### src/rtl/audio_sample_sequencer.sv
// audio_sample_sequencer: streams a sample address range to the audio stage at a programmable rate,
// prefetching each sample over a req/ack handshake and counting missed ticks.
module audio_sample_sequencer #(
  parameter int CLK_HZ = 25000000,
  parameter int RATE_W = 16,
  parameter int ADDR_W = 18,
  parameter int DATA_W = 8
) (
  input  logic              clk,
  input  logic              reset,
  input  logic              start,
  input  logic              stop,
  input  logic              loop,
  input  logic [RATE_W-1:0] rate,
  input  logic [ADDR_W-1:0] startAddr,
  input  logic [ADDR_W-1:0] endAddr,
  output logic              memReq,
  output logic [ADDR_W-1:0] memAddr,
  input  logic              memAck,
  input  logic [DATA_W-1:0] memData,
  output logic [DATA_W-1:0] sample,
  output logic              sampleValid,
  output logic              busy,
  output logic [7:0]        underrunCount
);
  localparam int AW = $clog2(CLK_HZ) + 1;
  typedef enum logic [1:0] {IDLE, FETCH, WAIT, STOPPING} state_t;
  state_t state, state_n;
  logic [AW-1:0] acc;
  logic tick, go, last, loop_l;
  logic [RATE_W-1:0] rate_l;
  logic [ADDR_W-1:0] start_l, end_l;
  logic [DATA_W-1:0] buf_q;
  assign go = state == IDLE && start && rate != '0;
  always_comb begin
    state_n = state;
    memReq = state == FETCH || state == STOPPING;
    case (state)
      IDLE:     state_n = go ? FETCH : IDLE;
      FETCH:    state_n = stop ? (memAck ? IDLE : STOPPING) : (memAck ? WAIT : FETCH);
      WAIT:     state_n = stop ? IDLE : !tick ? WAIT : (last && !loop_l) ? IDLE : FETCH;
      STOPPING: state_n = memAck ? IDLE : STOPPING;
      default:  state_n = IDLE;
    endcase
  end
  // busy lags the return to IDLE by one cycle so it falls after the final sampleValid
  always_ff @(posedge clk) begin
    if (reset) begin
      state <= IDLE;
      acc <= '0;
      tick <= 1'b0;
      memAddr <= '0;
      sample <= '0;
      sampleValid <= 1'b0;
      busy <= 1'b0;
      underrunCount <= '0;
      buf_q <= '0;
      last <= 1'b0;
      loop_l <= 1'b0;
      rate_l <= '0;
      start_l <= '0;
      end_l <= '0;
    end else begin
      state <= state_n;
      busy <= go || state != IDLE;
      sampleValid <= 1'b0;
      if (go) begin
        acc <= '0;
        tick <= 1'b0;
        rate_l <= rate;
        start_l <= startAddr;
        end_l <= endAddr < startAddr ? startAddr : endAddr;
        loop_l <= loop;
        memAddr <= startAddr;
        underrunCount <= '0;
      end else if (state != IDLE) begin
        acc <= acc >= AW'(CLK_HZ) ? acc - AW'(CLK_HZ) + AW'(rate_l) : acc + AW'(rate_l);
        tick <= acc >= AW'(CLK_HZ);
      end else begin
        tick <= 1'b0;
      end
      if (state == FETCH && tick && underrunCount != 8'hff)
        underrunCount <= underrunCount + 8'd1;
      if (state == FETCH && memAck && !stop) begin
        buf_q <= memData;
        memAddr <= memAddr == end_l ? start_l : memAddr + ADDR_W'(1);
        last <= memAddr == end_l;
      end
      if (state == WAIT && tick && !stop) begin
        sample <= buf_q;
        sampleValid <= 1'b1;
      end
    end
  end
endmodule

### config.mk
export PLATFORM = sky130hd
export DESIGN_NAME = audio_sample_sequencer
export DESIGN_NICKNAME = d
export VERILOG_FILES = /design/src/rtl/audio_sample_sequencer.sv
export SDC_FILE = /design/constraint.sdc
export NUM_CORES = 1
export LEC_CHECK = 0
export ABC_AREA = 1
export CORE_MARGIN = 1.5
export CORE_UTILIZATION = 52
export DETAILED_ROUTE_END_ITERATION = 7
export PLACE_DENSITY = 0.88
export SETUP_SLACK_MARGIN = 0.05
export SLEW_MARGIN = 20
export SYNTH_ARGS = -nofsm -noshare
export SYNTH_HDL_FRONTEND = slang
export SYNTH_SLANG_ARGS = --single-unit
### constraint.sdc
create_clock -name clk -period 2.1 [get_ports clk]
set_clock_uncertainty 0.1 [all_clocks]
set_input_delay 0.42 -clock clk [delete_from_list [all_inputs] [get_ports clk]]
set_output_delay 0.42 -clock clk [all_outputs]
set_load 0.01 [all_outputs]
## After elaboration in Yosys (flattened, before gate mapping)

Cells that the tools add are included.

- Bits in registers: 127
- Bits in latches: 0
- RAM bits: 0
- ROM bits: 0
- Input port bits: 66
- Logic and storage cells: 63
- Memories kept: 0

- Add/sub/neg operators: 5
- Multiply operators: 0
- Div/mod/pow operators: 0
- $lt $le $gt $ge: 2
- Equality and inequality tests: 5
- Shift-type cells: 0
- Multiplexer cells: 16
- Bitwise logic cells: 1
- Reduce and logical (&&, ||, !) cells: 20

Operator list:

| cell | count |
|---|---|
| 2-to-1 mux 18 bit | 4 |
| adder 26 x 16 -> 26 bit | 2 |
| greater-or-equal comparator 26 x 25 -> 1 bit (second input constant) | 1 |
| 2-to-1 mux 26 bit | 1 |
| subtractor 26 x 25 -> 26 bit (second input constant) | 1 |
| adder 18 x 1 -> 18 bit (second input constant) | 1 |
| == test 18 bit | 1 |
| less-than comparator 18 bit | 1 |
| 2-to-1 mux 8 bit | 2 |
| nonzero test 16 bit | 1 |
| 2-to-1 mux 2 bit | 5 |
| logical AND 1 bit | 9 |
| adder 8 x 1 -> 8 bit (second input constant) | 1 |
| != test 8 bit (second input constant) | 1 |
| one-hot mux 2 bit (4 select lines) | 1 |
| nonzero test 2 bit | 3 |
| == test 2 bit (second input constant) | 2 |
| 2-to-1 mux 1 bit | 3 |
| OR reduction 3 bit | 1 |
| == test 2 x 1 -> 1 bit (second input constant) | 1 |
| zero test 1 bit | 2 |
| zero test 2 bit | 1 |
| logical OR 1 bit | 2 |
| OR reduction 2 bit | 1 |
| inverter 1 bit | 1 |

## Longest topological paths before layout

- Depth after elaboration: 6
- Gate-level depth with buffers: 17
- Depth with buffers taken out: 17

## Worst setup path before layout

OpenSTA, ideal clock, no wires.

- Kind: register to register
- Start: register acc[1]
- End: register acc[19]
- Arrival: 2,023 ps
- Path slack: -138 ps
- Cell stages (with the launch flop): 14
- Path buffers: 0
- Period minus slack after synthesis: 2,238 ps
- Cell sequence: dfxtp_1 ha_1 ha_1 fa_1 nand3_1 nand2_1 nand2_1 nand2_1 nand3b_1 nand2_1 nand2_1 nand3_1 a21oi_1 nor2_1

- Word-level cells in the longest chain between the ends: 3
- Elaborated cells between the ends (all ways): 5

RTL lines:

| element | RTL line | RTL |
|---|---|---|
| from (decl) | 29 | `logic [AW-1:0] acc;` |
| from (signal assigned) | 77 | `acc <= acc >= AW'(CLK_HZ) ? acc - AW'(CLK_HZ) + AW'(rate_l) : acc + AW'(rate_l);` |
| subtractor 26 x 25 -> 26 bit | 77 |  |
| adder 26 x 16 -> 26 bit | 77 |  |
| 2-to-1 mux 26 bit (*) | 77 |  |

Mark *: on every way between the ends. The rest lies on a longest branch, timed or not.
A chain may end at the register's enable or synchronous reset.

## Final worst setup path

- Start: register rate_l[10]
- End: register acc[24]

- Word-level cells in the longest chain between the ends: 2
- Elaborated cells between the ends (all ways): 3

RTL lines:

| element | RTL line | RTL |
|---|---|---|
| from (decl) | 31 | `logic [RATE_W-1:0] rate_l;` |
| from (signal assigned) | 70 | `rate_l <= rate;` |
| adder 26 x 16 -> 26 bit | 77 |  |
| 2-to-1 mux 26 bit (*) | 77 |  |

Marked as above.

==> results.json <==
{
  "fill_cells": 992,
  "final_max_slew_viol_count": 0,
  "synth_fp_nets": 1615,
  "rows": 48,
  "cts_tree": "built",
  "crit_required_ps": 2340,
  "holdWs_ps": 243,
  "drtPass1Iterations": 8,
  "core_mm2": 0.0175,
  "syn_inst": 1476,
  "rr_startpoint": "rate_l[10]$_SDFFE_PP0P_",
  "max-slew-margin-rel_pct": 58.2,
  "layout.nets": 1913,
  "clk_latency_ps": 450,
  "syn_area_per_cell_um2": 6.37,
  "drive_gt1_share_pct": 28.3,
  "p_leak_nw": 6.70,
  "status": "finished, violations left",
  "regToRegSetupSlack_ps": -450,
  "ant_nets": 0,
  "worst_pin_slew_ps": 627,
  "final_cell_area_mm2": 0.0140,
  "syn_to_final_growth_pct": 48.7,
  "overflow": 0,
  "grt_pass1_vias": 11300,
  "worstSetupStartpointType": "flop",
  "io_pins": 103,
  "viasPerCell": 6.23,
  "power-per-cell-area_mw_per_mm2": 616,
  "ys_top_cells_by_count": "399 x nand2_1, 215 x inv_1, 148 x nor2_1",
  "synth.most_common_cell": "nand2_1",
  "gp_congestion": 1.01,
  "worstSetupStartpoint": "rate_l[10]$_SDFFE_PP0P_",
  "violations": "design-rule violations, negative setup slack",
  "grt_max_degree": 38,
  "cts.sinks": 127,
  "worstSetupPathType": "flop to flop",
  "yosysWarningCount": 0,
  "post_drt_wl_per_cell_um": 20.5,
  "die_h_um": 137,
  "seq_area_frac_synth_pct": 27.0,
  "drt_wl_total_mm": 41.2,
  "rsz0062_at_grt": "true",
  "clk_pin_slew_ps": 70,
  "grtUsageTotal_pct": 36.8,
  "synth.distinct_cells": 48,
  "synth_flop_cell": "dfxtp_1",
  "synth_edf_count": 0,
  "drv.max_cap_violation_count": 0,
  "drt_iter0_markers": 2157,
  "cp-end-kind": "flop",
  "cp.arrival_ps": 2790,
  "cts.htree.levels": 4,
  "syn_area_mm2": 0.00940,
  "synth_top_area_share_pct": 27.0,
  "clockRootBuffer": "clkbuf_16",
  "setup_tns_ps": -12670,
  "peakVddDrop_v": 0.000595,
  "fp.dieArea_mm2": 0.0189,
  "portBuffers": 102,
  "cts_buffers": 17,
  "fin_util_pct": 80.0,
  "grt_pass1_wl_mm": 54.5,
  "dpl_cell_area_mm2": 0.0122,
  "setup_ws_ps": -454,
  "dp.cells": 1955,
  "cts_hold_repair.buffers": 0,
  "fin_cells": 2012,
  "antenna_cells": 0,
  "min_period_over_period_pct": 122,
  "fmax_ghz": 0.392,
  "yosysTopAreaCell": "dfxtp_1",
  "hp-start": "reset",
  "crit_fanout": 5,
  "start_util_pct": 53.8,
  "synthTopCellsByArea": "dfxtp_1 27%, nand2_1 16%, inv_1 8.6%",
  "async_flop_share_pct": 0,
  "ys_ff_latch": 127,
  "dp_hpwl_mm": 23.5,
  "hp-class": "input pin to flop",
  "clock_path_buffers": 2,
  "setup_violations": 60,
  "pre_cts_ws_ps": -445,
  "fin_crit_ps": 2550,
  "total_power_mw": 8.61,
  "chipWidth_um": 137,
  "hold_viol_final": 0,
  "antenna_found_initial": 0,
  "drc": 47,
  "route.vias.total": 12500
}
what timing repair did:
item,in CTS,in global routing
pin swaps,54,46
buffers inserted,13,9
gates resized for setup,109,143
cloned,0,4
endpoints found under the setup margin,41,71
cells in the final DEF (no fill, tap or decap), types with 5 or more instances in the layout:
| master | Yosys | final |
|---|---|---|
| a21oi_1 | 97 | 77 |
| a21oi_2 | 0 | 17 |
| a31oi_1 | 10 | 9 |
| buf_12 | 0 | 11 |
| buf_4 | 4 | 194 |
| buf_6 | 5 | 9 |
| clkbuf_16 | 0 | 19 |
| clkdlybuf4s50_1 | 0 | 74 |
| dfxtp_1 | 127 | 103 |
| dfxtp_2 | 0 | 20 |
| dlymetal6s2s_1 | 0 | 26 |
| fa_2 | 0 | 6 |
| ha_1 | 63 | 34 |
| ha_4 | 0 | 27 |
| inv_1 | 215 | 185 |
| inv_2 | 12 | 39 |
| inv_8 | 0 | 6 |
| nand2_1 | 399 | 360 |
| nand2_2 | 4 | 34 |
| nand2_4 | 1 | 10 |
| nand3_1 | 100 | 80 |
| nand3_2 | 3 | 20 |
| nand3_4 | 1 | 6 |
| nand3b_1 | 5 | 5 |
| nand4_1 | 52 | 52 |
| nor2_1 | 148 | 131 |
| nor2_2 | 5 | 15 |
| nor2_4 | 5 | 12 |
| nor3_1 | 14 | 12 |
| o211ai_1 | 6 | 6 |
| o21ai_0 | 66 | 54 |
| o21ai_1 | 2 | 8 |
| o21ai_2 | 4 | 10 |
| o22ai_1 | 18 | 17 |
| or2_2 | 10 | 10 |
| xor2_1 | 27 | 25 |
layout make-up:
class | count | area (um2) | area share (%)
Clock inverter | 15 | 160 | 1.15
Clock buffer | 17 | 425 | 3.04
Multi-Input combinational cell | 1079 | 6730 | 48.1
Tap cell | 225 | 282 | 2.01
Timing Repair Buffer | 320 | 2940 | 21.0
Inverter | 229 | 870 | 6.22
Sequential cell | 127 | 2580 | 18.5
state kept, by name (all words and copies together), names as in the netlist:
register and flops:
last 1, buf_q 8, start_l 18, underrunCount 8
loop_l 1, busy 1, memAddr 18, tick 1
rate_l 16, sample 8, acc 26, state 2
sampleValid 1, end_l 18
power breakdown:
group,internal (mW),switching (mW),leakage (nW)
registers,2.56,0.156,1.05
clock network,1.60,1.45,0.286
logic,1.19,1.66,5.36
total,5.34,3.27,6.70
kinds of logic after synthesis:
group / count (synthesis) / share of synthesized area, %
AND/OR/NAND/NOR: 756 / 35.1
buffers and inverters: 272 / 11.6
AO/OA/AOI/OAI: 217 / 12.8
flip-flops: 127 / 27.0
adder cells (fa/ha/maj): 73 / 10.5
XOR/XNOR: 31 / 2.89
path summary, 6_finish.rpt:
check,to,cells past startpoint
min reg2reg,start_l[6]$_SDFFE_PP0P_,2
max reg2reg,acc[24]$_SDFFE_PP0N_,15
max,acc[24]$_SDFFE_PP0N_,15
min,start_l[3]$_SDFFE_PP0P_,2
worst max-delay path: stages, from the launching register on:
cell and delay [ps]:
dfxtp_2 340, inv_1 80, ha_4 270, inv_1 60
ha_4 330, nand2_2 90, o21ai_1 350, nand2_2 150
nand2_2 150, nand2_1 110, nand3_2 100, nand2_1 60
nand3_1 70, nand3_1 70, nand2_1 80, inv_1 30
metal layers:
layer	share of wire, %	vias to the layer above	global-route usage (%)	wire (um)
met5	0	-	0	0
met4	9.4	0	21.1	3880
met3	11	440	8.39	4720
met2	45	1143	62.1	18600
met1	34	5605	42.6	14000
li1	-	5354	-	-
(Power assumes the default switching activity.)
